===== src/rtl/msk_fifo_en.sv =====
// msk_fifo_en: masked circular FIFO with valid/ready handshake, flush and share-wise output gating
module msk_fifo_en #(
  parameter int d = 1,
  parameter int count = 1,
  parameter int DEPTH = 2,
  localparam int W = count * d,
  localparam int PW = DEPTH > 1 ? $clog2(DEPTH) : 1,
  localparam int LW = $clog2(DEPTH + 1)
) (
  input  logic          clk,
  input  logic          rst,
  input  logic          flush,
  input  logic          in_valid,
  output logic          in_ready,
  input  logic [W-1:0]  in_data,
  output logic          out_valid,
  input  logic          out_ready,
  output logic [W-1:0]  out_data,
  output logic [LW-1:0] level
);
  logic [W-1:0] mem [DEPTH];
  logic [PW-1:0] wr_ptr, rd_ptr, wr_next, rd_next;
  logic push, pop;
  always_comb begin
    in_ready = level != LW'(DEPTH);
    out_valid = level != '0;
    out_data = mem[rd_ptr] & {W{out_valid}};
    push = in_valid & in_ready;
    pop = out_valid & out_ready;
    wr_next = wr_ptr == PW'(DEPTH - 1) ? '0 : wr_ptr + 1'b1;
    rd_next = rd_ptr == PW'(DEPTH - 1) ? '0 : rd_ptr + 1'b1;
  end
  always_ff @(posedge clk) begin
    if (rst) begin
      wr_ptr <= '0;
      rd_ptr <= '0;
      level <= '0;
      for (int i = 0; i < DEPTH; i++) mem[i] <= '0;
    end else if (flush) begin
      wr_ptr <= '0;
      rd_ptr <= '0;
      level <= '0;
    end else begin
      if (push) begin
        mem[wr_ptr] <= in_data;
        wr_ptr <= wr_next;
      end
      if (pop) rd_ptr <= rd_next;
      level <= push & !pop ? level + 1'b1 : pop & !push ? level - 1'b1 : level;
    end
  end
endmodule


===== config.mk =====
export PLATFORM = sky130hd
export DESIGN_NAME = msk_fifo_en
export DESIGN_NICKNAME = d
export VERILOG_FILES = /design/src/rtl/msk_fifo_en.sv
export SDC_FILE = /design/constraint.sdc
export NUM_CORES = 1
export LEC_CHECK = 0
export CORE_AREA = 4 4 41 43
export CTS_CLUSTER_SIZE = 24
export DETAILED_ROUTE_END_ITERATION = 16
export DIE_AREA = 0 0 45 47
export SYNTH_ARGS = -nofsm -noshare
export SYNTH_HDL_FRONTEND = slang
export SYNTH_SLANG_ARGS = --single-unit

===== constraint.sdc =====
create_clock -name clk -period 2.6 [get_ports clk]
set_input_delay 0.78 -clock clk [delete_from_list [all_inputs] [get_ports clk]]
set_output_delay 0.78 -clock clk [all_outputs]
set_load 0.03 [all_outputs]

# Word-level counts from Yosys, hierarchy flattened
# Memory sizes are Yosys's and may differ from the RTL's. A register that Yosys moved wholly into a read port is not among the register bits.
# Index checks and enable logic that the tools add are counted.
[op_classes] addsub=4 eq_ne=1 muxes=15 n_bitwise=5 n_reduce_logical=6
[op_table] operator="$mux W1" n=13
[op_table] operator="$and A1 B1 Y1" n=5
[op_table] operator="$mux W2" n=2
[op_table] operator="$reduce_bool A2 Y1" n=2
[op_table] operator="$add A1 B1 Y1 const B" n=2
[op_table] operator="$add A2 B1 Y2 const B" n=1
[op_table] operator="$logic_not A1 Y1" n=2
[op_table] operator="$ne A2 B2 Y1 const B" n=1
[op_table] operator="$reduce_or A2 Y1" n=1
[op_table] operator="$sub A2 B1 Y2 const B" n=1
[op_table] operator="$reduce_or A1 Y1" n=1
[word_totals] reg_bits=4 ram_bits=2 inputBits=6 out_inout_bits=5 word_cells=35 memories=1
[mem_list] memory="mem" depth=2 width=1 read_ports=1 rd_ports_with_merged_regs=1 write_ports=2 line_no="21" text="logic [W-1:0] mem [DEPTH];"

# Logic depth before layout (Yosys ltp)
# Gate-level depths: netlist of run 1.
[logic_depth] depth_word=8 ltp_mapped=6 depth_no_buf=6

# Worst setup path after synthesis of run 1
# Ideal clock, no wire load.
[synth_timing] path_kind="reg-to-output" startpoint="register level[0]" endpoint="output out_data" arrival_time_ps=1116 required_time_ps=1820 path_slack_ps=704 path_stages_with_launch=3 path_buffers=0 path_cell_list="dfxtp_1 > nor2_1 > nor2_1"
[synth_via] elab_chain_len=2
[synth_lines] item="from (decl)" line_no="19" text="output logic [LW-1:0] level"
[synth_lines] item="from (signal assigned)" line_no="49" text="level <= push & !pop ? level + 1'b1 : pop & !push ? level - 1'b1 : level;"
[synth_lines] item="$reduce_bool A2 Y1" line_no="26" text="out_valid = level != '0;"
[synth_lines] item="$and A1 B1 Y1" line_no="27" text="out_data = mem[rd_ptr] & {W{out_valid}};"
[synth_lines] item="to (decl)" line_no="18" text="output logic [W-1:0] out_data,"
# No other way between the ends.

# Final worst setup path of run 1
[layout_timing] startpoint="register level[1]" endpoint="output in_ready"
[layout_via] elab_chain_len=1
[layout_lines] item="$ne A2 B2 Y1" line_no="25" text="in_ready = level != LW'(DEPTH);"
[layout_lines] item="to (decl)" line_no="14" text="output logic in_ready,"
# No other way between the ends.

==> results of run 1 <==
[worst min-delay path, delay by kind of cell (launching register included)]
| kind | cells | cell delay, ns |
|---|---|---|
| flip-flops | 1 | 0.33 |
| XOR/XNOR | 1 | 0.08 |
| AND/OR/NAND/NOR | 1 | 0.08 |
[worst max-delay path by stage]
stage | end | start | cells after the start | slack (ns)
after global placement | level[1]$_SDFFE_PP0P_ | in_valid | 6 | 0.33
final | in_ready | level[1]$_SDFFE_PP0P_ | 3 | 0.26
after global routing | in_ready | level[1]$_SDFFE_PP0P_ | 3 | 0.12
after detailed placement | level[1]$_SDFFE_PP0P_ | in_valid | 6 | 0.34
after floorplan | out_data | level[0]$_SDFFE_PP0P_ | 2 | 0.70
after CTS | in_ready | level[1]$_SDFFE_PP0P_ | 3 | 0.24
[cell families (layout without fill, tap and decap cells)]
family          Yosys count  in the layout  synth area share (%)
compound gates            7              7                  11.4
xor+xnor                  3              3                  7.47
fa+ha+maj                 1              1                  3.56
buf+inv                   3             17                  3.20
flops                     7              7                  45.6
mux                       1              1                  2.85
simple gates             14             14                  26.0
[area by class of cell]
class	instances	area share (%)
clock buffers	4	5.29
inverters	3	2.27
multi-input cells	26	36.3
flip-flops and latches	7	32.2
well taps	15	3.78
repair buffers	10	20.2
[through the flow]
step	instances	utilization, %	area [um^2]	worst slack [ns]
2_1_floorplan	36	-	352	0.704
3_3_place_gp	61	36.2	470	0.333
3_5_place_dp	61	36.2	470	0.336
4_1_cts	65	38.2	497	0.241
5_1_grt	65	38.2	497	0.119
6_report	65	38.2	497	0.257
[where the power goes]
| part | leakage [nW] | internal, mW | total (mW) | switching (mW) |
|---|---|---|---|---|
| combinational | 0.122 | 0.0335 | 0.0683 | 0.0348 |
| sequential | 0.0617 | 0.119 | 0.125 | 0.00618 |
| clock | 0.0150 | 0.0585 | 0.0977 | 0.0392 |
| total | 0.199 | 0.211 | 0.291 | 0.0802 |
[layer usage]
metal,up-vias,wire length [um]
met5,-,0
met3,0,65
met4,0,0
met1,119,272
li1,154,-
met2,10,267
[placed cells by master (no fill, tap or decap), types with 2 or more instances in the layout]
cell type        count
dfxtp_1              5
o21ai_0              3
xor2_1               3
or3_1                2
clkdlybuf4s50_1     10
nor2_1               6
a21oi_1              2
edfxtp_1             2
clkbuf_4             3
inv_1                3
==> metrics.txt, run 1 <==
Pleak=approximately 0.20 nW; H-tree level count=1; post-synth top area share=28.5%; number of setup violations in the final report=0; # fillers=roughly 140; ant diodes=0; synth unique cells=18; top cell type by total area after synthesis=dfxtp_1; Largest stage delay, worst path=between 0.5 and 0.6 ns; die area=about 2100 um^2; Slew HR=about four fifths; clock tree from TritonCTS=yes; CP max FO=6; Hold EP=rd_ptr$_SDFFE_PP0P_; cells on worst reg2reg path=5; clock latency on the worst-skew pair=approximately 0.25 ns; IO buf count=10; met2 Resource Use GR=under 10%; top cells by instance count after synthesis=nor2_1, dfxtp_1, inv_1, o21ai_0, xor2_1; Initial Util=27.0%; IO Count=11; max-cap check violation count=0; max-slew violation count=0; max frequency=427 MHz; slowest stage cell, crit path=clkdlybuf4s50_1; Multi-input gate area=~180 um^2; PwrDens=586 nW/um^2; Hold Slack=between 0.5 and 0.6 ns; reg2reg start=level[1]$_SDFFE_PP0P_; flop-to-flop setup slack=roughly 1 ns; die width=approximately 45 um; 1st-iter DRT viols=0; critical path class=flip-flop to output pin; Hold-fix buffers, CTS=0; first-pass GRT wire length=1.01 mm; min-delay src=rd_ptr$_SDFFE_PP0P_; largest net degree at the start of global routing=7; Routability Congestion=about 0.65; Syn Inst Count=36; Least-Margin Pin Slew=0.304 ns; part of the Yosys area used for sequential elements=45.6%; Die Height=between 40 and 50 um; vias in the first global route=about 240; GRT overflow=0; number of synthesis warnings=0; WP data required=1.82 ns; Post-layout nets=58; HPWL Detailed=approximately 480 um; Worst Path Buf+Inv=2; CTS buffer count=3; Critical Path Start Type=flip-flop; row cnt=13; GR peak layer=met1; worst hold stages=2; DRT Wirelength=605 um; critical path cell sequence=nor2b_2, inv_1, clkdlybuf4s50_1; post-route ant nets=0; Crit. End Element=output pin; ys async rst share=0%; fin crit period=~2.3 ns; top_reg_cell synth=dfxtp_1; clk_skew=a little over 0.005 ns; clk sink count=7; Synth Cell Area=roughly 350 um^2; post-synthesis register bit count=7; Hold Vio Cnt, Final=0; Total Power=0.291 mW; worst vdd ir=approximately 0.00018 V; Reg area=approximately 160 um^2; initial antenna violation count=0; # resized after CTS=0; All-Layer GR Usage=around 7.0%; outcome=finished, final reports clean; worst endpoint data arrival time=between 1.5 and 2 ns; count leader, synth=nor2_1; Syn-to-layout area delta=41.3%; DR pass1 iterations=1; Post-CTS Setup Inserts=0; RR Endpoint=level[1]$_SDFFE_PP0P_; DR WL/cell=9.31 um; mean post-synth cell area=around 9.8 um^2; vias per cell=~4.4; DRC Markers=0; proportion of layout cells with a drive suffix above 1=between 10% and 20%; Via Count=between 200 and 300; core area=between 1000 and 1500 um^2; top cells by area in the synthesized netlist=dfxtp_1, edfxtp_1, xor2_1; met3 usage=about 3.4%; maximum buffer depth of the clock tree=2; Tightest Hold Check Type=flip-flop to flip-flop; number of synthesized flops with an enable pin=2; CP top delay family=buffers and inverters; TNS Setup=0 ns; RSZ-0062 raised after global routing=no; met1 Usage GRT=about 9%; Synthesized Nets=43; Root Driver=clkbuf_4; Reg clk slew, reported paths=~0.05 ns; Final period util=90.1%
Note: power is estimated with default switching activity, not from simulation.
==> inputs of run 2 (changes only) <==
CTS_CLUSTER_DIAMETER = 30   (was default)
clock period = 3 ns   (was 2.6 ns; I/O delays follow)
==> metrics.txt, run 2 (synthesis gave the netlist of run 1 again) <==
vias per cell=4.28 (was 4.35); number of setup violations in the final report=0 (unchanged); final instance area=497 um^2 (unchanged); die width=45 um (unchanged); DRT Wirelength=599 um (was 605 um); Syn-to-layout area delta=41.3% (unchanged); Tightest Hold Check Type=flip-flop to flip-flop (unchanged); clk sink count=7 (unchanged); Slew HR=78.3% (was 79.7%); Die Height=47 um (unchanged); Routability Congestion=0.631 (was 0.649); IO buf count=10 (unchanged); CP max FO=6 (unchanged); max frequency=between 400 and 500 MHz; proportion of layout cells with a drive suffix above 1=14.0% (unchanged); clk_skew=0.00384 ns (was 0.00516 ns); Root Driver=clkbuf_4 (unchanged); Pleak=0.199 nW (unchanged); outcome=finished, final reports clean (unchanged); RSZ-0062 raised after global routing=no (unchanged); worst vdd ir=0.000273 V (was 0.000180 V); first-pass GRT wire length=1.08 mm (was 1.01 mm); core area=1300 um^2 (unchanged); Reg clk slew, reported paths=0.05 ns (about the same); Hold Vio Cnt, Final=0 (unchanged); initial antenna violation count=0 (unchanged); Initial Util=27.0% (unchanged); CTS buffer count=3 (unchanged); fin crit period=about 2.5 ns; maximum buffer depth of the clock tree=2 (unchanged); All-Layer GR Usage=7.69% (was 6.98%); commonest cells after routing, fill and taps aside=clkdlybuf4s50_1, nor2_1, dfxtp_1 (unchanged); Crit. End Element=output pin (unchanged); Hold Slack=0.526 ns (about the same); PwrDens=508 nW/um^2 (was 586 nW/um^2); WP data required=2.10 ns (was 1.82 ns); DR pass1 iterations=2 (was 1); H-tree level count=1 (unchanged); Post-CTS Setup Inserts=0 (unchanged); max-cap check violation count=0 (unchanged); DR WL/cell=9.22 um (was 9.31 um); DRC Markers=0 (unchanged); Hold-fix buffers, CTS=0 (unchanged); ant diodes=0 (unchanged); Cell Area, Placed=470 um^2 (unchanged); Post-layout nets=58 (unchanged); post-route ant nets=0 (unchanged); 1st-iter DRT viols=3 (was 0); vias in the first global route=270 (was 244); max-slew violation count=0 (unchanged); HPWL Detailed=476 um (was 477 um); Setup WS pre-CTS=0.615 ns (was 0.336 ns); largest net degree at the start of global routing=7 (unchanged); # resized after CTS=0 (unchanged); Via Count=278 (was 283); TNS Setup=0 ns (unchanged); worst endpoint data arrival time=1.55 ns (was 1.56 ns); GRT overflow=0 (unchanged); die area=2120 um^2 (unchanged); most common cell after layout, fill and taps aside=clkdlybuf4s50_1 (unchanged); clock latency on the worst-skew pair=0.25 ns (about the same); Critical Path Start Type=flip-flop (unchanged); Least-Margin Pin Slew=0.322 ns (was 0.304 ns); row cnt=13 (unchanged); clock tree from TritonCTS=yes (unchanged); Final period util=around four fifths; critical path class=flip-flop to output pin (unchanged); Setup WS post-layout=0.545 ns (was 0.257 ns); IO Count=11 (unchanged)
-- run 2: per-stage QoR --
step | util, % | total power [mW] | cells
floorplan | - | 0.147 | 36
global placement | 36.2 | 0.169 | 61
detailed placement | 36.2 | 0.170 | 61
CTS | 38.2 | 0.256 | 65
global route | 38.2 | 0.270 | 65
finish | 38.2 | 0.252 | 65
-- run 2: worst paths after layout --
path                               from                     to  slack (ns)  depth (start not counted)
setup / recovery  level[1]$_SDFFE_PP0P_               in_ready        0.55                          3
hold / removal      rd_ptr$_SDFFE_PP0P_    rd_ptr$_SDFFE_PP0P_        0.53                          2
setup reg to reg  level[1]$_SDFFE_PP0P_  level[1]$_SDFFE_PP0P_        1.39                          5
hold reg to reg     rd_ptr$_SDFFE_PP0P_    rd_ptr$_SDFFE_PP0P_        0.53                          2
-- run 2: report_power, final --
| part | switching [mW] | leakage [nW] | internal (mW) | total (mW) |
|---|---|---|---|---|
| Combinational | 0.0305 | 0.122 | 0.0291 | 0.0596 |
| Sequential | 0.00514 | 0.0617 | 0.103 | 0.108 |
| Clock | 0.0339 | 0.0150 | 0.0507 | 0.0846 |
-- run 2: routing by layer --
layer / part of all wire [%] / track usage [%] / vias up
met2: 43 / 11.0 / 10
met4: 0.83 / 7.02 / 0
met1: 45 / 8.49 / 113
met3: 11 / 3.45 / 2
li1: - / - / 153
met5: 0 / 0 / -
-- run 2: final cells by class --
type,count,area (um^2)
Fill cell,150,805
Multi-Input combinational cell,26,180
Sequential cell,7,160
Timing Repair Buffer,10,100
Clock buffer,4,26.3
Tap cell,15,18.8
Inverter,3,11.3
-- run 2: critical path, stage by stage (launching register included) --
cell and delay [ns]:
dfxtp_1 0.39, nor2b_2 0.26, inv_1 0.06, clkdlybuf4s50_1 0.59
